==> config.mk <==
export PLATFORM = sky130hd
export DESIGN_NAME = psum_drain
export DESIGN_NICKNAME = d
export VERILOG_FILES = /design/src/rtl/psum_drain_pkg.sv /design/src/rtl/psum_deskew_line.sv /design/src/rtl/psum_drain.sv
export SDC_FILE = /design/constraint.sdc
export NUM_CORES = 1
export LEC_CHECK = 0
export BUFFER_PORTS_ARGS = -buffer_cell sky130_fd_sc_hd__buf_2
export CAP_MARGIN = 25
export CORE_MARGIN = 2
export CORE_UTILIZATION = 60
export DETAILED_ROUTE_END_ITERATION = 6
export GPL_ROUTABILITY_DRIVEN = 0
export GPL_TIMING_DRIVEN = 0
export PLACE_DENSITY_LB_ADDON = 0.3
export RECOVER_POWER = 100
export SETUP_SLACK_MARGIN = 0.2
export SYNTH_ARGS = -nofsm -noshare
export SYNTH_HDL_FRONTEND = slang
export SYNTH_HIERARCHICAL = 1
export SYNTH_SLANG_ARGS = --single-unit
export TNS_END_PERCENT = 5
==> constraint.sdc <==
create_clock -name CLK -period 7.5 [get_ports CLK]
set_input_delay 1.125 -clock CLK [delete_from_list [all_inputs] [get_ports CLK]]
set_output_delay 1.125 -clock CLK [all_outputs]
set_load 0.01 [all_outputs]
==> src/rtl/psum_drain_pkg.sv <==
// psum_drain shared types and helpers.
// Default geometry of the right-edge collector.
package psum_drain_pkg;

  localparam int ROWS_DEF   = 4;
  localparam int PSUM_W_DEF = 16;

  function automatic int ptr_w(input int depth);
    return (depth > 1) ? $clog2(depth) : 1;
  endfunction

  typedef struct packed {
    logic                               last;
    logic [ROWS_DEF*PSUM_W_DEF-1:0]     data;
  } psum_ent_t;

endpackage

==> src/rtl/psum_deskew_line.sv <==
// Per-row valid+data delay line for the psum de-skew.
// DLY=0 degenerates to a wire from input to output.
module psum_deskew_line
  import psum_drain_pkg::*;
#(
  parameter int DLY = 0,
  parameter int W   = 16
) (
  input  logic         CLK,
  input  logic         RSTN,
  input  logic         CLR,
  input  logic         in_vld,
  input  logic [W-1:0] in_data,
  output logic         out_vld,
  output logic [W-1:0] out_data
);

  localparam int NQ = (DLY > 0) ? DLY : 1;

  logic [W:0] q [NQ];

  always_ff @(posedge CLK or negedge RSTN) begin
    if (!RSTN) begin
      for (int i = 0; i < NQ; i++)
        q[i] <= '0;
    end else if (CLR) begin
      for (int i = 0; i < NQ; i++)
        q[i] <= '0;
    end else begin
      q[0] <= {in_vld, in_data};
      for (int i = 1; i < NQ; i++)
        q[i] <= q[i-1];
    end
  end

  assign {out_vld, out_data} =
    (DLY == 0) ? {in_vld, in_data} : q[NQ-1];

endmodule

==> src/rtl/psum_drain.sv <==
// Right-edge psum collector: de-skew, FIFO, tile framing.
// Define PSUM_DRAIN_RELU_EN to clamp negative lanes at FIFO write.
module psum_drain
  import psum_drain_pkg::*;
#(
  parameter int ROWS     = ROWS_DEF,
  parameter int PSUM_W   = PSUM_W_DEF,
  parameter int DEPTH    = 8,
  parameter int AFULL_TH = 4,
  parameter int LEN_W    = 8
) (
  input  logic                   CLK,
  input  logic                   RSTN,
  input  logic                   CLR,
  input  logic [LEN_W-1:0]       CFG_LEN,
  input  logic [ROWS*PSUM_W-1:0] PSUM_IN,
  input  logic [ROWS-1:0]        PSUM_VLD,
  output logic [ROWS*PSUM_W-1:0] OUT_DATA,
  output logic                   OUT_VLD,
  input  logic                   OUT_RDY,
  output logic                   OUT_LAST,
  output logic                   STALL,
  output logic                   OVF,
  output logic                   SKEW_ERR
);

  localparam int PW = ptr_w(DEPTH);
  localparam int DW = ROWS * PSUM_W;

  typedef struct packed {
    logic          last;
    logic [DW-1:0] data;
  } ent_t;

  logic [ROWS-1:0] a_vld;
  logic [DW-1:0]   a_data;
  logic [DW-1:0]   wr_data;

  for (genvar r = 0; r < ROWS; r++) begin : g_row
    psum_deskew_line #(
      .DLY (ROWS - 1 - r),
      .W   (PSUM_W)
    ) u_line (
      .CLK      (CLK),
      .RSTN     (RSTN),
      .CLR      (CLR),
      .in_vld   (PSUM_VLD[r]),
      .in_data  (PSUM_IN[r*PSUM_W +: PSUM_W]),
      .out_vld  (a_vld[r]),
      .out_data (a_data[r*PSUM_W +: PSUM_W])
    );
  end

`ifdef PSUM_DRAIN_RELU_EN
  always_comb begin
    wr_data = a_data;
    for (int r = 0; r < ROWS; r++)
      if (a_data[r*PSUM_W + PSUM_W - 1])
        wr_data[r*PSUM_W +: PSUM_W] = '0;
  end
`else
  assign wr_data = a_data;
`endif

  ent_t             mem [DEPTH];
  logic [PW-1:0]    wr_ptr;
  logic [PW-1:0]    rd_ptr;
  logic [PW:0]      count;
  logic [LEN_W-1:0] tile_cnt;
  logic [LEN_W-1:0] len_q;
  logic [LEN_W-1:0] cur_len;
  logic             push;
  logic             pop;
  logic             accept;
  logic             full;
  logic             last_in;
  logic             skew;

  assign full    = (count == (PW+1)'(DEPTH));
  assign OUT_VLD = (count != '0);
  assign pop     = OUT_VLD & OUT_RDY;
  assign push    = a_vld[0];
  assign accept  = push & (~full | pop);
  assign skew    = (a_vld != {ROWS{a_vld[0]}});

  // The tile length is latched at the first vector of each tile.
  assign cur_len = (tile_cnt == '0) ? CFG_LEN : len_q;
  assign last_in = (tile_cnt == cur_len);

  always_ff @(posedge CLK) begin
    if (accept && !CLR)
      mem[wr_ptr] <= '{last: last_in, data: wr_data};
  end

  always_ff @(posedge CLK or negedge RSTN) begin
    if (!RSTN) begin
      wr_ptr   <= '0;
      rd_ptr   <= '0;
      count    <= '0;
      tile_cnt <= '0;
      len_q    <= '0;
      STALL    <= 1'b0;
      OVF      <= 1'b0;
      SKEW_ERR <= 1'b0;
    end else if (CLR) begin
      wr_ptr   <= '0;
      rd_ptr   <= '0;
      count    <= '0;
      tile_cnt <= '0;
      len_q    <= '0;
      STALL    <= 1'b0;
      OVF      <= 1'b0;
      SKEW_ERR <= 1'b0;
    end else begin
      if (accept) begin
        wr_ptr   <= wr_ptr + PW'(1);
        tile_cnt <= last_in ? '0 : tile_cnt + LEN_W'(1);
        if (tile_cnt == '0)
          len_q <= CFG_LEN;
      end
      if (pop)
        rd_ptr <= rd_ptr + PW'(1);
      unique case (1'b1)
        accept & ~pop: count <= count + (PW+1)'(1);
        pop & ~accept: count <= count - (PW+1)'(1);
        default: ;
      endcase
      if (push && !accept)
        OVF <= 1'b1;
      if (skew)
        SKEW_ERR <= 1'b1;
      STALL <= (count >= (PW+1)'(AFULL_TH));
    end
  end

  assign OUT_DATA = OUT_VLD ? mem[rd_ptr].data : '0;
  assign OUT_LAST = OUT_VLD ? mem[rd_ptr].last : 1'b0;

endmodule

==> impl_metrics.csv <==
group,metric,value,unit
sta,rsz0062_at_grt,"no",
power,leakagePower,9.715,nW
finish,nets,1619,
synthesis,yosys.area.top_type,"edfxtp_1",
clock_tree,numCtsBuffers,66,
finish,fin_area,28530,um^2
placement,dp.final_hpwl,31.80,mm
route,ant_nets,0,
placement,port_buffers,131,
floorplanning,row_count,74,
synthesis,synth_flop_cell,"edfxtp_1",
global_routing,gr-total-overflow,0,
clock_tree,clock_sinks,651,
route,drc,0,
clock_tree,clk_latency,0.57,ns
critical_path,startpoint,"CLR",
synthesis,synth_top_area_share,62.25,%
floorplanning,start_util,61.16,%
clock_tree,cts_setup_buffers,0,
global_routing,grt_start_max_net_pins,101,
power,power_per_cell_area,303.8,nW/um^2
placement,post_dp_cell_area,27050,um^2
power,max-vdd-ir-drop,182.2,uV
sta,fin_ws,1.689,ns
global_routing,grt_antenna_before_repair,2,
run,drv_cap,14,
clock_tree,htreeDepth,3,
clock_tree,cts.repair.resized,0,
synthesis,synthCells,1296,
global_routing,grt_usage,24.92,%
synthesis,synth-seq-cells,651,
min_path,min_path_type,"reg2reg",
critical_path,cp-start-kind,"primary input",
synthesis,ys_types,49,
critical_path,slowest_delay,1.40,ns
critical_path,cp-end-kind,"register",
synthesis,syn_area_per_cell,19.35,um^2
synthesis,yosys_warnings,6,
route,vias,12543,
critical_path,required,7.76,ns
synthesis,async_reset_ff_share,20.12,%
sta,drv_slew,404,
critical_path,cp_max_fo,25,
sta,hold_viol,0,
status,status,"finished, violations left",
sta,setup_violations,0,
floorplanning,die_w,208.5,um
clock_tree,cts_tree,"done",
finish,drive_gt1_share,20.38,%
route,routed_wl,52.33,mm
min_path,hold_start,"g_row[0].u_line/q[29]",
sta,relSlewSlack,-79.51,%
route,viasPerCell,5.922,
critical_path,arrival,6.08,ns
synthesis,syn-num-nets,1383,
clock_tree,clock_path_buffers,3,
route,first_iter_violations,1181,
critical_path,crit_slowest_cell,"clkbuf_1",
synthesis,yosysSeqAreaShare,75.32,%
clock_tree,cts-root-buf,"clkbuf_16",
floorplanning,ios,149,
floorplanning,die_height,208.5,um
finish,area_delta_synth_final,13.73,%
floorplanning,die_area,43460,um^2
synthesis,synth_edf_count,520,
synthesis,netlist_area,25080,um^2
global_routing,grt_pass1_wl,79.24,mm
clock_tree,path_clk_slew,0.06,ns
critical_path,crit_chain,"clkbuf_1 > or3_1 > nor2_1 > clkbuf_1 > clkbuf_1 > buf_12",
route,dr.pass1.iters,5,
status,failed_checks,"capacitance limit, slew limit",
clock_tree,cts.hold.buffers_added,0,
critical_path,crit_type,"in2reg",
sta,finalCritPeriodShare,77.48,%
critical_path,cpMostUsedCell,"clkbuf_1",
global_routing,grt_pass1_vias,13142,
synthesis,ys_top_cells_by_count,"edfxtp_1, dfrtp_1, mux4_2",
critical_path,r2r-start,"count[0]",
sta,min_period,5.811,ns
sta,max_freq,172.1,MHz
route,wl_per_cell,24.71,um
floorplanning,coreArea,41020,um^2
synthesis,synth.most_common_cell,"edfxtp_1",
placement,pre_cts_slack,3.297,ns
sta,skew,0.01260,ns
synthesis,synthTopCellsByArea,"edfxtp_1, dfrtp_1, mux4_2",
sta,max_slew.worst_pin.slew,2.683,ns
[state kept, by name, indices dropped and copies added (netlist names)]
| name | count |
|---|---|
| STALL | 1 |
| count | 4 |
| g_row.u_line/out_vld | 2 |
| OVF | 1 |
| SKEW_ERR | 1 |
| g_row.u_line/out_data | 32 |
| len_q | 8 |
| wr_ptr | 3 |
| g_row.u_line/q | 68 |
| tile_cnt | 8 |
| rd_ptr | 3 |
| mem | 520 |
[where the power goes]
part / internal [mW] / switching (mW) / leakage, nW
Clock: 2.05 / 1.30 / 1.10
Combinational: 0.534 / 0.809 / 2.11
Sequential: 3.94 / 0.0312 / 6.50
Total: 6.52 / 2.14 / 9.71
[final cells by class]
cell class | instances | area [um^2]
Tap cell | 532 | 665.6
Buffer | 110 | 427.9
Antenna cell | 1 | 2.502
Timing Repair Buffer | 168 | 757.0
Clock inverter | 27 | 310.3
Inverter | 15 | 56.30
Sequential cell | 651 | 18890
Fill cell | 2634 | 12490
Clock buffer | 94 | 1946
Multi-Input combinational cell | 520 | 5469
[worst max-delay path, delay by kind of cell]
| kind | cells | cell delay [ns] |
|---|---|---|
| buffers and inverters | 4 | 3.25 |
| AND/OR/NAND/NOR | 2 | 1.66 |
[stage by stage]
stage / util, % / total power, mW / setup TNS, ns / hold slack (ns) / cells
global placement: 64.38 / 5.395 / -723.51 / 0.4430 / 1959
floorplan: - / 4.913 / 0 / 0.4385 / 1296
CTS: 71.45 / 8.774 / 0 / 0.4591 / 2115
global route: 69.55 / 8.949 / 0 / 0.4762 / 2118
detailed placement: 65.95 / 5.433 / 0 / 0.4480 / 1994
finish: 69.55 / 8.668 / 0 / 0.4570 / 2118
[logic make-up after synthesis]
group	after synthesis	synth area share, %
compound gates	52	1.337
xor+xnor	11	0.3841
fa+ha+maj	7	0.3791
buf+inv	125	2.823
flops	651	75.32
mux	200	14.47
simple gates	250	5.287
[path summary, 6_finish.rpt]
kind,end,slack (ns),depth (start not counted)
max,mem[2][50],1.69,6
min,g_row[0].u_line/out_data[12],0.46,1
max reg2reg,mem[2][50],2.16,7
min reg2reg,g_row[0].u_line/out_data[12],0.46,1
max in group asynchronous,g_row[0].u_line/q[21],3.00,2
min in group asynchronous,g_row[1].u_line/q[28],1.19,1
[cells in the final DEF, fill, tap and decap left out, drive strengths merged, types with 4 or more instances in the layout]
master	n
ha	6
nand2	20
nor3	8
clkinv	19
and2b	11
dfrtp	131
buf	90
xnor2	8
clkbuf	282
mux4	130
nor2b	93
nor2	93
mux2i	69
a211oi	6
nor4	4
nand3	6
edfxtp	520
bufinv	7
a21oi	19
inv	15
o22ai	5
o21ai	10
[per-layer routing]
layer	vias to the layer above	part of all wire [%]	track usage [%]
li1	5428	-	-
met1	6502	39	33.65
met2	524	51	41.77
met3	89	7.6	4.423
met4	0	2.6	8.435
met5	-	0	0
Note: power is estimated with default switching activity, not from simulation.
